[src/rtl/dsp48a1_mac_sequencer.sv]
// Control stage that streams operand pairs into a DSP48A1 multiply-accumulate slice,
// steers its OPMODE per tap and returns one accumulated dot product per frame.
module dsp48a1_mac_sequencer #(
  parameter int N_TAPS  = 8,
  parameter int OPM_DLY = 2,
  parameter int P_LAT   = 3
) (
  input  logic        clk,
  input  logic        rst,
  input  logic        in_valid,
  output logic        in_ready,
  input  logic [17:0] in_a,
  input  logic [17:0] in_b,
  output logic [17:0] dsp_a,
  output logic [17:0] dsp_b,
  output logic [7:0]  dsp_opmode,
  output logic        dsp_rst,
  input  logic [47:0] dsp_p,
  input  logic        dsp_carryout,
  output logic        res_valid,
  input  logic        res_ready,
  output logic [47:0] res_data,
  output logic        res_ovf
);

  typedef enum logic [1:0] {IDLE, ACCUM, DRAIN, HOLD_RES} state_t;

  localparam logic [7:0] OPM_FIRST = 8'h01;
  localparam logic [7:0] OPM_ACC   = 8'h09;
  localparam logic [7:0] OPM_HOLD  = 8'h08;

  localparam int TW = (N_TAPS > 2) ? $clog2(N_TAPS) : 1;
  localparam logic [TW-1:0] LAST_TAP = TW'(N_TAPS - 1);
  localparam int DW = $clog2(P_LAT + 1);
  localparam logic [DW-1:0] DRN_END = DW'(P_LAT);

  state_t          state, state_nxt;
  logic [TW-1:0]   tap_cnt;
  logic [DW-1:0]   drn_cnt;
  logic            issue;
  logic            capture;
  logic            landed;
  logic [7:0]      tag;
  logic [7:0]      opm_dly [OPM_DLY];
  logic [P_LAT:0]  land_vld;
  logic            ovf_sticky;

  always_ff @(posedge clk or posedge rst) begin
    if (rst) state <= IDLE;
    else     state <= state_nxt;
  end

  always_comb begin
    state_nxt = state;
    in_ready  = 1'b0;
    capture   = 1'b0;
    tag       = OPM_HOLD;
    case (state)
      IDLE: begin
        // Hold off the first operand until the slice has left reset.
        in_ready = !dsp_rst;
        if (in_valid && !dsp_rst) begin
          tag       = OPM_FIRST;
          state_nxt = (N_TAPS == 1) ? DRAIN : ACCUM;
        end
      end
      ACCUM: begin
        in_ready = 1'b1;
        if (in_valid) begin
          tag = OPM_ACC;
          if (tap_cnt == LAST_TAP) state_nxt = DRAIN;
        end
      end
      DRAIN: begin
        if (drn_cnt == DRN_END) begin
          capture   = 1'b1;
          state_nxt = HOLD_RES;
        end
      end
      HOLD_RES: begin
        if (res_ready) state_nxt = IDLE;
      end
      default: state_nxt = IDLE;
    endcase
  end

  assign issue      = in_valid & in_ready;
  assign landed     = land_vld[P_LAT];
  assign dsp_opmode = opm_dly[OPM_DLY-1];

  always_ff @(posedge clk or posedge rst) begin
    if (rst) begin
      dsp_rst    <= 1'b1;
      dsp_a      <= '0;
      dsp_b      <= '0;
      tap_cnt    <= '0;
      drn_cnt    <= '0;
      land_vld   <= '0;
      ovf_sticky <= 1'b0;
      res_valid  <= 1'b0;
      res_data   <= '0;
      res_ovf    <= 1'b0;
      for (int i = 0; i < OPM_DLY; i++) opm_dly[i] <= OPM_HOLD;
    end else begin
      dsp_rst <= 1'b0;

      // issue stage: operands to slice A/B, tag enters the OPMODE delay line
      opm_dly[0] <= tag;
      for (int i = 1; i < OPM_DLY; i++) opm_dly[i] <= opm_dly[i-1];
      land_vld <= {land_vld[P_LAT-1:0], issue && (state == ACCUM)};
      if (issue) begin
        dsp_a   <= in_a;
        dsp_b   <= in_b;
        tap_cnt <= (state == IDLE) ? TW'(1) : tap_cnt + 1'b1;
      end

      // P stage: a tap's carry-out is visible once its P update has landed
      if (issue && (state == IDLE)) ovf_sticky <= 1'b0;
      else if (landed)              ovf_sticky <= ovf_sticky | dsp_carryout;

      if (state != DRAIN) drn_cnt <= '0;
      else                drn_cnt <= drn_cnt + 1'b1;

      // result stage
      if (capture) begin
        res_data  <= dsp_p;
        res_ovf   <= ovf_sticky | (landed & dsp_carryout);
        res_valid <= 1'b1;
      end else if (res_valid && res_ready) begin
        res_valid <= 1'b0;
      end
    end
  end

endmodule

[config.mk]
export PLATFORM = sky130hd
export DESIGN_NAME = dsp48a1_mac_sequencer
export DESIGN_NICKNAME = d
export VERILOG_FILES = /design/src/rtl/dsp48a1_mac_sequencer.sv
export SDC_FILE = /design/constraint.sdc
export NUM_CORES = 1
export LEC_CHECK = 0
export CAP_MARGIN = 10
export CORE_MARGIN = 2
export CORE_UTILIZATION = 38
export DETAILED_ROUTE_END_ITERATION = 10
export GPL_TIMING_DRIVEN = 0
export PLACE_DENSITY_LB_ADDON = 0.25
export SYNTH_ARGS = -nofsm -noshare
export SYNTH_HDL_FRONTEND = slang
export SYNTH_SLANG_ARGS = --single-unit
[constraint.sdc]
create_clock -name clk -period 3.7 [get_ports clk]
set_clock_uncertainty 0.1 [all_clocks]
set_input_delay 0.74 -clock clk [delete_from_list [all_inputs] [get_ports clk]]
set_output_delay 0.74 -clock clk [all_outputs]
set_load 0.01 [all_outputs]
==> results of run 1 <==
power by group through the flow:
stage               registers [mW]  clock network [mW]  logic [mW]
floorplan                     2.16                   0       0.911
global route                  2.00               0.805        2.53
detailed placement            1.95                   0        2.40
CTS                           1.94               0.755        2.41
finish                        1.93               0.724        2.37
global placement              1.93                   0        2.35
cell type report:
class,count,area (um2)
Fill cell,869,4350
Clock buffer,11,141
Tap cell,140,175
Inverter,6,25.0
Multi-Input combinational cell,130,1420
Clock inverter,5,63.8
Sequential cell,103,2580
Buffer,17,130
Timing Repair Buffer,179,1810
cell usage in the layout (no fill, tap or decap), drive strengths merged:
cell type      synthesis  final
a21oi                  3      3
and2                   1      1
and3                   1      1
buf                   17     18
bufinv                 0      1
clkbuf                 0     11
clkdlybuf4s50          0    178
clkinv                 0      1
clkinvlp               0      1
conb                   1      7
dfrtp                100    100
dfstp                  3      3
ha                     9      9
inv                    6      8
mux2                  85     85
mux2i                  2      2
nand2                  4      4
nand2b                 4      4
nand4                  1      1
nor2                   2      2
nor2b                  3      3
o21ai                  5      5
o221ai                 1      1
o22a                   1      1
or4b                   1      1
cell families after synthesis:
logic type               count (synthesis)
buffers and inverters                   23
flip-flops                             103
multiplexers                            87
AND/OR/NAND/NOR                         17
adder cells (fa/ha/maj)                  9
AO/OA/AOI/OAI                           10
other                                    1
metal layers:
| layer | up-vias | GRT usage |
|---|---|---|
| met1 | 1296 | 0.189 |
| met2 | 123 | 0.251 |
| met5 | - | 0 |
| met3 | 12 | 0.0549 |
| met4 | 0 | 0.0531 |
| li1 | 1242 | - |
per-stage QoR:
| stage | util | area (um2) |
|---|---|---|
| 4_1_cts | 0.593 | 6340 |
| 2_1_floorplan | - | 4150 |
| 5_1_grt | 0.593 | 6340 |
| 3_5_place_dp | 0.574 | 6140 |
| 6_report | 0.593 | 6340 |
| 3_3_place_gp | 0.571 | 6110 |
state kept, by name, indices dropped and copies added, names as in the netlist, 2 cells and up:
name and count:
res_data 48, dsp_opmode 2, drn_cnt 2, state 2, dsp_a 18, opm_dly 2
land_vld 4, dsp_b 18, tap_cnt 3
final timing paths:
kind	slack (ns)	end	cells past startpoint
worst max register to register	1.61	dsp_b[1]	6
worst max-delay path	0.75	in_ready	5
max in group asynchronous	2.13	res_data[18]	3
worst min-delay path	0.26	land_vld[3]	0
min in group asynchronous	0.69	land_vld[0]	2
worst min register to register	0.26	land_vld[3]	0
==> results.md, run 1 <==
* Post-synthesis simple-gate area fraction at 0.0248
* Vias per cell at 4.52
* Clock share of power at 0.144
* Worst slew pin tran at about 0.55 ns
* FMAX at approximately 340 MHz
* Post-Synth Adder-Cell Area at 0.0273
* Compound-Gate Fraction of Synth Area at 0.0182
* Total power at between 5 and 6 mW
* Synth top area cells: dfrtp_1 (61%), mux2_2 (14%), mux2_4 (12%)
* Clock sink total at slightly above 100
* Yosys cell types at 24
* # port buffers at 178
* Finished Layout Cells at about 590
* Number of placement rows at 38
* Max layer used: met4
* PD cells at about 790 nW/um2
* Setup bufs post-CTS at 0
* Resize count post-CTS at 0
* Final Hold Viols at 0
* Largest stage delay on the critical path at approximately 0.54 ns
* CTS Root Cell: clkbuf_8
* DR WL met3 at roughly 870 um
* Largest net degree at the start of global routing at 62
* Hold-fix buffers, CTS at 0
* Min-delay src: land_vld[2]
* Post-synthesis mux area share at 0.267
* Wl on met1 at ~3800 um
* Die area at around 12,000 um2
* Worst r2r src: state[0]
* Count of pins over their slew limit at 0
* Leak pwr at about 2.8 nW
* Commonest cells post-synth: dfrtp_1 (100), mux2_2 (52), mux2_4 (33)
* Crit path buffers/inverters at 2
* Synth warnings at 0
* Routability-driven placement congestion ratio at 0.664
* Peak supply drop at 0.000462 V
* Met2 wire len at 4140 um
* #FFs+latches synth at between 100 and 150
* H-tree depth at 3
* Worst setup EP type: primary output
* DR WL/cell at roughly 15 um
* Area fraction of the dominant cell type after synthesis at 0.606
* Crit path launch type: flip-flop
* Dpl ws at approximately 1.2 ns
* CTS max path bufs at 2
* Die W at approximately 110 um
* Synthesized area at 4130 um2
* Final setup vio count at 0
* Int Pwr at 3.55 mW
* Switching power at between 1 and 1.5 mW
* EDFF count, synth at 0
* GRT Total Usage at 0.153
* Final Net Count at ~540
* Layout cells sized above 1 at 0.277
* Avg Synthesized Cell Area at ~17 um2
* 1st-iter DRT viols at between 70 and 80
* Critical path launch point: state[0]
* CP required at between 2 and 3 ns
* Vias in the first global route at 2,811
* Max-Slew Margin vs Limit at 0.633
* Clk slew on worst S/H paths at ~0.1 ns
* Yosys top cell by area: dfrtp_1
* Area Overhead vs Synth at 53.6%
* Placed Instances at approximately 580
* Max Fanout on Critical Path at 4
* 1st-pass router iterations at 4
* Main flop type after synthesis: dfrtp_1
* CTS buffer count at 9
* Tmin final at approximately 2.9 ns
* ANT nets after route at 0
* Top-count cell post-synth: dfrtp_1
* CP max stage cell: clkdlybuf4s50_1
* Asr flop ratio synth at 1.00
* XOR/XNOR share of the synthesized area at 0
* DP HPWL at between 6000 and 7000 um
* Hold Path Class: flip-flop to flip-flop
* Setup TNS at 0 ns
* Largest family of logic cells by synthesized area: multiplexers
* WP data arrival at about 2.1 ns
* Sequential Power Share at 0.384
* First-pass GRT wire length at roughly 14,000 um
* Setup CP Type: flip-flop to primary output
* Worst skew pair latency at 0.35 ns
* Die height at about 110 um
* Ports at 185
* Core footprint at 10,700 um2
* CP Cell Sequence: inv_1, ha_1, nor2b_4, o22a_1, clkdlybuf4s50_1
* Gate Count Post-Synth at 250
* Initial antenna violation count at 0
* TritonCTS clock tree: built
* Final period utilization at 0.797
* Vias at 2,673
* Antenna Cells at 0
* Total wire length at ~8900 um
* # DRC at 0
* Initial Util at 0.386
* Global route overflow at 0
* Max-cap check violation count at 0
* Gate power share at 0.472
* Hold Worst Slack at 0.259 ns
* Seq/Total Area, Yosys at 0.625
* Setup WS post-layout at around 0.75 ns
* CP top delay family: buffers and inverters
* Status: completed
* Switching part of the total at 0.294
* Unrepaired setup endpoints after global routing: no
No activity file was read; power rests on OpenSTA's default activity.
==> run 2: changes to the inputs <==
Clock period 3.7 ns to 2.6 ns, I/O delays scaled along.
==> run 2 against run 1 <==
Compared with the run above: cell area up 0.28%; total power increased by 42%; combinational power up 43%; routed wire length down 1.8%; sequential power increased by 42%; setup slack worse by 0.51 ns; critical path depth is the same; critical endpoint unchanged; first-iteration DRC count fell by 3.8%; final cell count rose by 0.34%; hold slack worse by 0.0053 ns.
==> results.md, run 2 (synthesis results as in run 1) <==
* Status: completed
* CTS buffer count at 9
* Initial antenna violation count at 0
* WP data arrival at roughly 1.7 ns
* Crit path launch type: flip-flop
* Setup WS post-layout at 0.236 ns
* Switching part of the total at 0.292
* Tmin final at 2.36 ns
* Hold Path Class: flip-flop to flip-flop
* Final period utilization at 0.909
* Finished Core Util at 0.595
* Total wire length at ~8700 um
* Vias in the first global route at about 3,000
* CP max stage cell: dfrtp_1
* Worst slew pin tran at about 0.73 ns
* FMAX at approximately 420 MHz
* Clock sink total at about 100
* Vias per cell at about 4.5
* Final Instance Area at 6360 um2
* Initial Util at 0.386
* Final Hold Viols at 0
* Die area at roughly 12,000 um2
* First-pass GRT wire length at roughly 14,000 um
* 1st-iter DRT viols at 75
* Peak supply drop at slightly below 0.0006 V
* Worst r2r src: state[0]
* Int Pwr at around 5.1 mW
* Worst Setup EP: in_ready
* Worst r2r dst: dsp_b[14]
* CTS Root Cell: clkbuf_8
* Max reg flops at 48
* Ports at between 150 and 200
* Vias at ~2,700
* Hold Worst Slack at 0.254 ns
* ANT nets after route at 0
* Layout cells sized above 1 at 0.285
* Max-Slew Margin vs Limit at 0.514
* Count of pins over their slew limit at 0
* Dpl ws at between 0.2 and 0.3 ns
* CTS max path bufs at 2
* GRT Total Usage at 0.158
* Critical path launch point: state[1]
* Die height at 108 um
* CP required at 1.98 ns
* Clk slew on worst S/H paths at ~0.10 ns
* FF-to-FF path depth at 5
* Max-cap check violation count at 0
* CP Cell Sequence: inv_2, ha_2, nor2b_4, o22a_1, dlygate4sd2_1
* Routability-driven placement congestion ratio at approximately 0.71
* Gate power share at 0.474
* Max Fanout on Critical Path at 4
* Die W at about 110 um
* DP HPWL at ~6500 um
* Global route overflow at 0
* Clock share of power at 0.141
* # DRC at 0
* Area Overhead vs Synth at 54.1%
* Most common cell after layout, fill and taps aside: clkdlybuf4s50_1
* Worst skew pair latency at 0.35 ns
* Sequential Power Share at 0.385
* Commonest non-fill, non-tap cells in the layout: clkdlybuf4s50_1 (177), dfrtp_1 (100), mux2_2 (52)
* Largest net degree at the start of global routing at 44
* TritonCTS clock tree: built
* Reg2reg setup slack at approximately 0.59 ns
* Final setup vio count at 0
* DR WL/cell at roughly 15 um
* Switching power at 2.08 mW
* PD cells at 1120 nW/um2
* Number of placement rows at 38
* Largest regs: res_data x48, dsp_a x18, dsp_b x18
* Core footprint at ~11,000 um2
* 1st-pass router iterations at 4
* # port buffers at around 180
* Final Net Count at about 550
* Antenna Cells at 0
* Setup CP Type: flip-flop to primary output
* H-tree depth at 3
* Leak pwr at roughly 2.9 nW
* Placed instance area at about 6200 um2
* Unrepaired setup endpoints after global routing: no
* Worst setup EP type: primary output
* Largest stage delay on the critical path at 0.44 ns
* Biggest register: res_data
[run 2: cell types whose count changed in the layout (fill, tap and decap cells not counted), sizes merged]
cell	delta
dlygate4sd2	+1
clkdlybuf4s50	-1
inv	-3
buf	+2
clkbuf	+1
clkinv	+1
clkinvlp	+1
[run 2: cell type report]
class,instances,area [um2]
sequential,103,2580
buffer,17,130
clock inverter,4,55.1
inverter,6,26.3
tap,140,175
timing repair buffer,181,1830
clock buffer,12,145
multi-input combinational,130,1420
fill,881,4340
[run 2: critical path, delay by kind of cell, from the launching register on]
family / cells / cell delay, ns
flops: 1 / 0.44
buf+inv: 2 / 0.39
fa+ha+maj: 1 / 0.21
simple gates: 1 / 0.18
compound gates: 1 / 0.16
[run 2: metrics by stage]
stage	power, mW	instances	TNS (ns)
after floorplan	4.37	256	0
after global placement	6.09	574	-28.70
after detailed placement	6.17	576	0
after CTS	7.24	593	0
after global routing	7.60	593	0
final	7.13	593	0
[run 2: worst min-delay path by stage]
stage	to	depth (start not counted)	from
final	land_vld[2]	0	land_vld[1]
after global routing	dsp_opmode[3]	0	opm_dly[11]
after CTS	land_vld[2]	0	land_vld[1]
after detailed placement	land_vld[2]	0	land_vld[1]
after global placement	dsp_opmode[0]	0	opm_dly[8]
after floorplan	dsp_opmode[0]	0	opm_dly[8]
[run 2: power groups by stage]
stage	logic (mW)	clock network [mW]	registers, mW
6_report	3.38	1.00	2.75
5_1_grt	3.62	1.12	2.86
4_1_cts	3.43	1.05	2.75
3_5_place_dp	3.40	0	2.77
3_3_place_gp	3.34	0	2.75
2_1_floorplan	1.30	0	3.07
[run 2: repair_timing]
item,4_1_cts,5_1_grt
hold buffers,0,0
gates resized for setup,4,0
setup endpoints to repair,1,0
buffers inserted,1,0
[run 2: metal layers]
metal / global-route usage / share of wire / vias to the layer above
met5: 0 / 0 / -
met4: 0.0467 / 0.0092 / 0
met3: 0.0530 / 0.083 / 8
met2: 0.263 / 0.49 / 106
met1: 0.197 / 0.42 / 1301
li1: - / - / 1238
==> run 3: changes to the inputs <==
Settings changed: CELL_PAD_IN_SITES_DETAIL_PLACEMENT set to 1, CELL_PAD_IN_SITES_GLOBAL_PLACEMENT set to 1, CORE_UTILIZATION 38 to 30.
==> run 3 against run 2 <==
Compared with the run above: clock power up 45%; setup slack gained 0.026 ns; maximum frequency up 1.1%.
==> results.md, run 3 (synthesis results as in run 1) <==
* Final setup vio count at 0
* DP HPWL at 7850 um
* Die height at roughly 120 um
* Initial Util at 0.309
* Routability-driven placement congestion ratio at between 0.7 and 0.8
* Clk slew on worst S/H paths at ~0.070 ns
* Layout cells sized above 1 at 0.289
* Status: completed
* Footprint of the multi-input gates at around 1400 um2
* PD cells at 1170 nW/um2
* CP Cell Sequence: inv_2, ha_2, nor2b_4, o22a_1, dlygate4sd2_1
* Critical path launch point: state[1]
* Finished Core Util at 0.489
* Initial antenna violation count at 0
* Commonest non-fill, non-tap cells in the layout: clkdlybuf4s50_1 (177), dfrtp_1 (100), mux2_2 (52)
* # port buffers at about 180
* 1st-pass router iterations at 4
* Worst slew pin tran at 0.693 ns
* TritonCTS clock tree: built
* Reg2reg setup slack at 0.59 ns
* Worst Setup EP: in_ready
* Unrepaired setup endpoints after global routing: no
* CP max stage cell: dfrtp_1
* # DRC at 0
* Vias in the first global route at about 3,000
* Leak pwr at a little under 3 nW
* Max Fanout on Critical Path at 4
* Worst r2r src: state[0]
* Max reg flops at 48
* Largest stage delay on the critical path at 0.42 ns
* Worst setup EP type: primary output
* Antenna Cells at 0
* Max-Slew Margin vs Limit at 0.537
* H-tree depth at 3
* 1st-iter DRT viols at 50
* FF-to-FF path depth at 5
* Largest regs: res_data x48, dsp_a x18, dsp_b x18
* Tmin final at 2.34 ns
* Ports at about 190
* Peak supply drop at around 0.00039 V
* CTS Root Cell: clkbuf_16
* Worst r2r dst: dsp_b[16]
* Global route overflow at 0
* First-pass GRT wire length at 16,000 um
* Most common cell after layout, fill and taps aside: clkdlybuf4s50_1
* Core footprint at around 13,000 um2
* DR WL/cell at 16.3 um
* Max-cap check violation count at 0
* Final Instance Area at between 6000 and 7000 um2
* Register area at between 2000 and 3000 um2
* GRT Total Usage at 0.144
* Area Overhead vs Synth at 58.1%
* Setup TNS at 0 ns
* Total wire length at about 10,000 um
* Count of pins over their slew limit at 0
* Clock sink total at between 100 and 150
* Vias per cell at roughly 4.3
* Final Hold Viols at 0
* Number of placement rows at 42
* Dpl ws at 0.280 ns
* Crit path launch type: flip-flop
* ANT nets after route at 0
* Final Net Count at ~550
* Hold-fix buffers, CTS at 0
* Worst skew pair latency at roughly 0.35 ns
* Die area at ~15,000 um2
* Hold Path Class: flip-flop to flip-flop
* FMAX at between 400 and 500 MHz
* Setup CP Type: flip-flop to primary output
* Die W at around 120 um
* CP required at 1.98 ns
* Biggest register: res_data
* Final period utilization at 0.899
* CTS buffer count at 9
* Layout fillers at 1,364
* Vias at about 2,700
* Placed instance area at ~6200 um2
* Largest net degree at the start of global routing at 41
* CTS max path bufs at 2
* WP data arrival at 1.72 ns
* Setup WS post-layout at 0.262 ns
[run 3: changes by cell type in the layout (fill, tap and decap cells not counted)]
cell / previous run / this run
clkbuf_8: 10 / 0
clkinv_2: 0 / 2
clkbuf_16: 0 / 9
clkinv_4: 2 / 1
clkbuf_1: 2 / 0
inv_6: 0 / 1
bufinv_16: 1 / 2
[run 3: area by class of cell]
| type | count | share of cell area |
|---|---|---|
| Multi-Input combinational cell | 130 | 0.218 |
| Inverter | 6 | 0.00403 |
| Buffer | 17 | 0.0199 |
| Tap cell | 176 | 0.0337 |
| Clock buffer | 9 | 0.0345 |
| Clock inverter | 7 | 0.0146 |
| Sequential cell | 103 | 0.396 |
| Timing Repair Buffer | 181 | 0.280 |
[run 3: critical path, delay by kind of cell, from the launching register on]
kind	cells	cell delay (ns)
and+or+nand+nor	1	0.18
DFF	1	0.42
buffers and inverters	2	0.37
AOI/OAI and AO/OA	1	0.17
adders and majority gates	1	0.21
[run 3: worst min path at each step]
stage	to	depth (start not counted)	slack (ns)	from
2_1_floorplan	dsp_opmode[0]	0	0.23	opm_dly[8]
3_3_place_gp	dsp_opmode[0]	0	0.23	opm_dly[8]
3_5_place_dp	dsp_opmode[0]	0	0.24	opm_dly[8]
4_1_cts	land_vld[1]	0	0.25	land_vld[0]
5_1_grt	land_vld[1]	0	0.26	land_vld[0]
6_report	land_vld[1]	0	0.25	land_vld[0]
[run 3: where the power goes]
part | internal (mW) | switching (mW)
clock network | 0.845 | 0.603
logic | 2.22 | 1.21
registers | 2.36 | 0.381
total | 5.43 | 2.20
[run 3: per-stage QoR]
stage               std cells  power, mW  hold WS, ns
finish                    629       7.62        0.250
global route              629       8.08        0.260
global placement          610       6.13        0.233
detailed placement        612       6.24        0.236
floorplan                 256       4.37        0.231
CTS                       629       7.76        0.254
[run 3: metal layers]
layer  global-route usage  vias to the layer above  routed length [um]
met5                    0                        -                   0
met4               0.0711                        0                 207
met3               0.0461                       13                 859
met2                0.230                      116                4920
met1                0.175                     1317                4290
li1                     -                     1241                   -
[run 3: repair_timing]
action | 4_1_cts | 5_1_grt
setup endpoints to repair | 1 | 0
gates resized for setup | 4 | 0
hold endpoints to repair | 0 | 0
setup buffers | 1 | 0
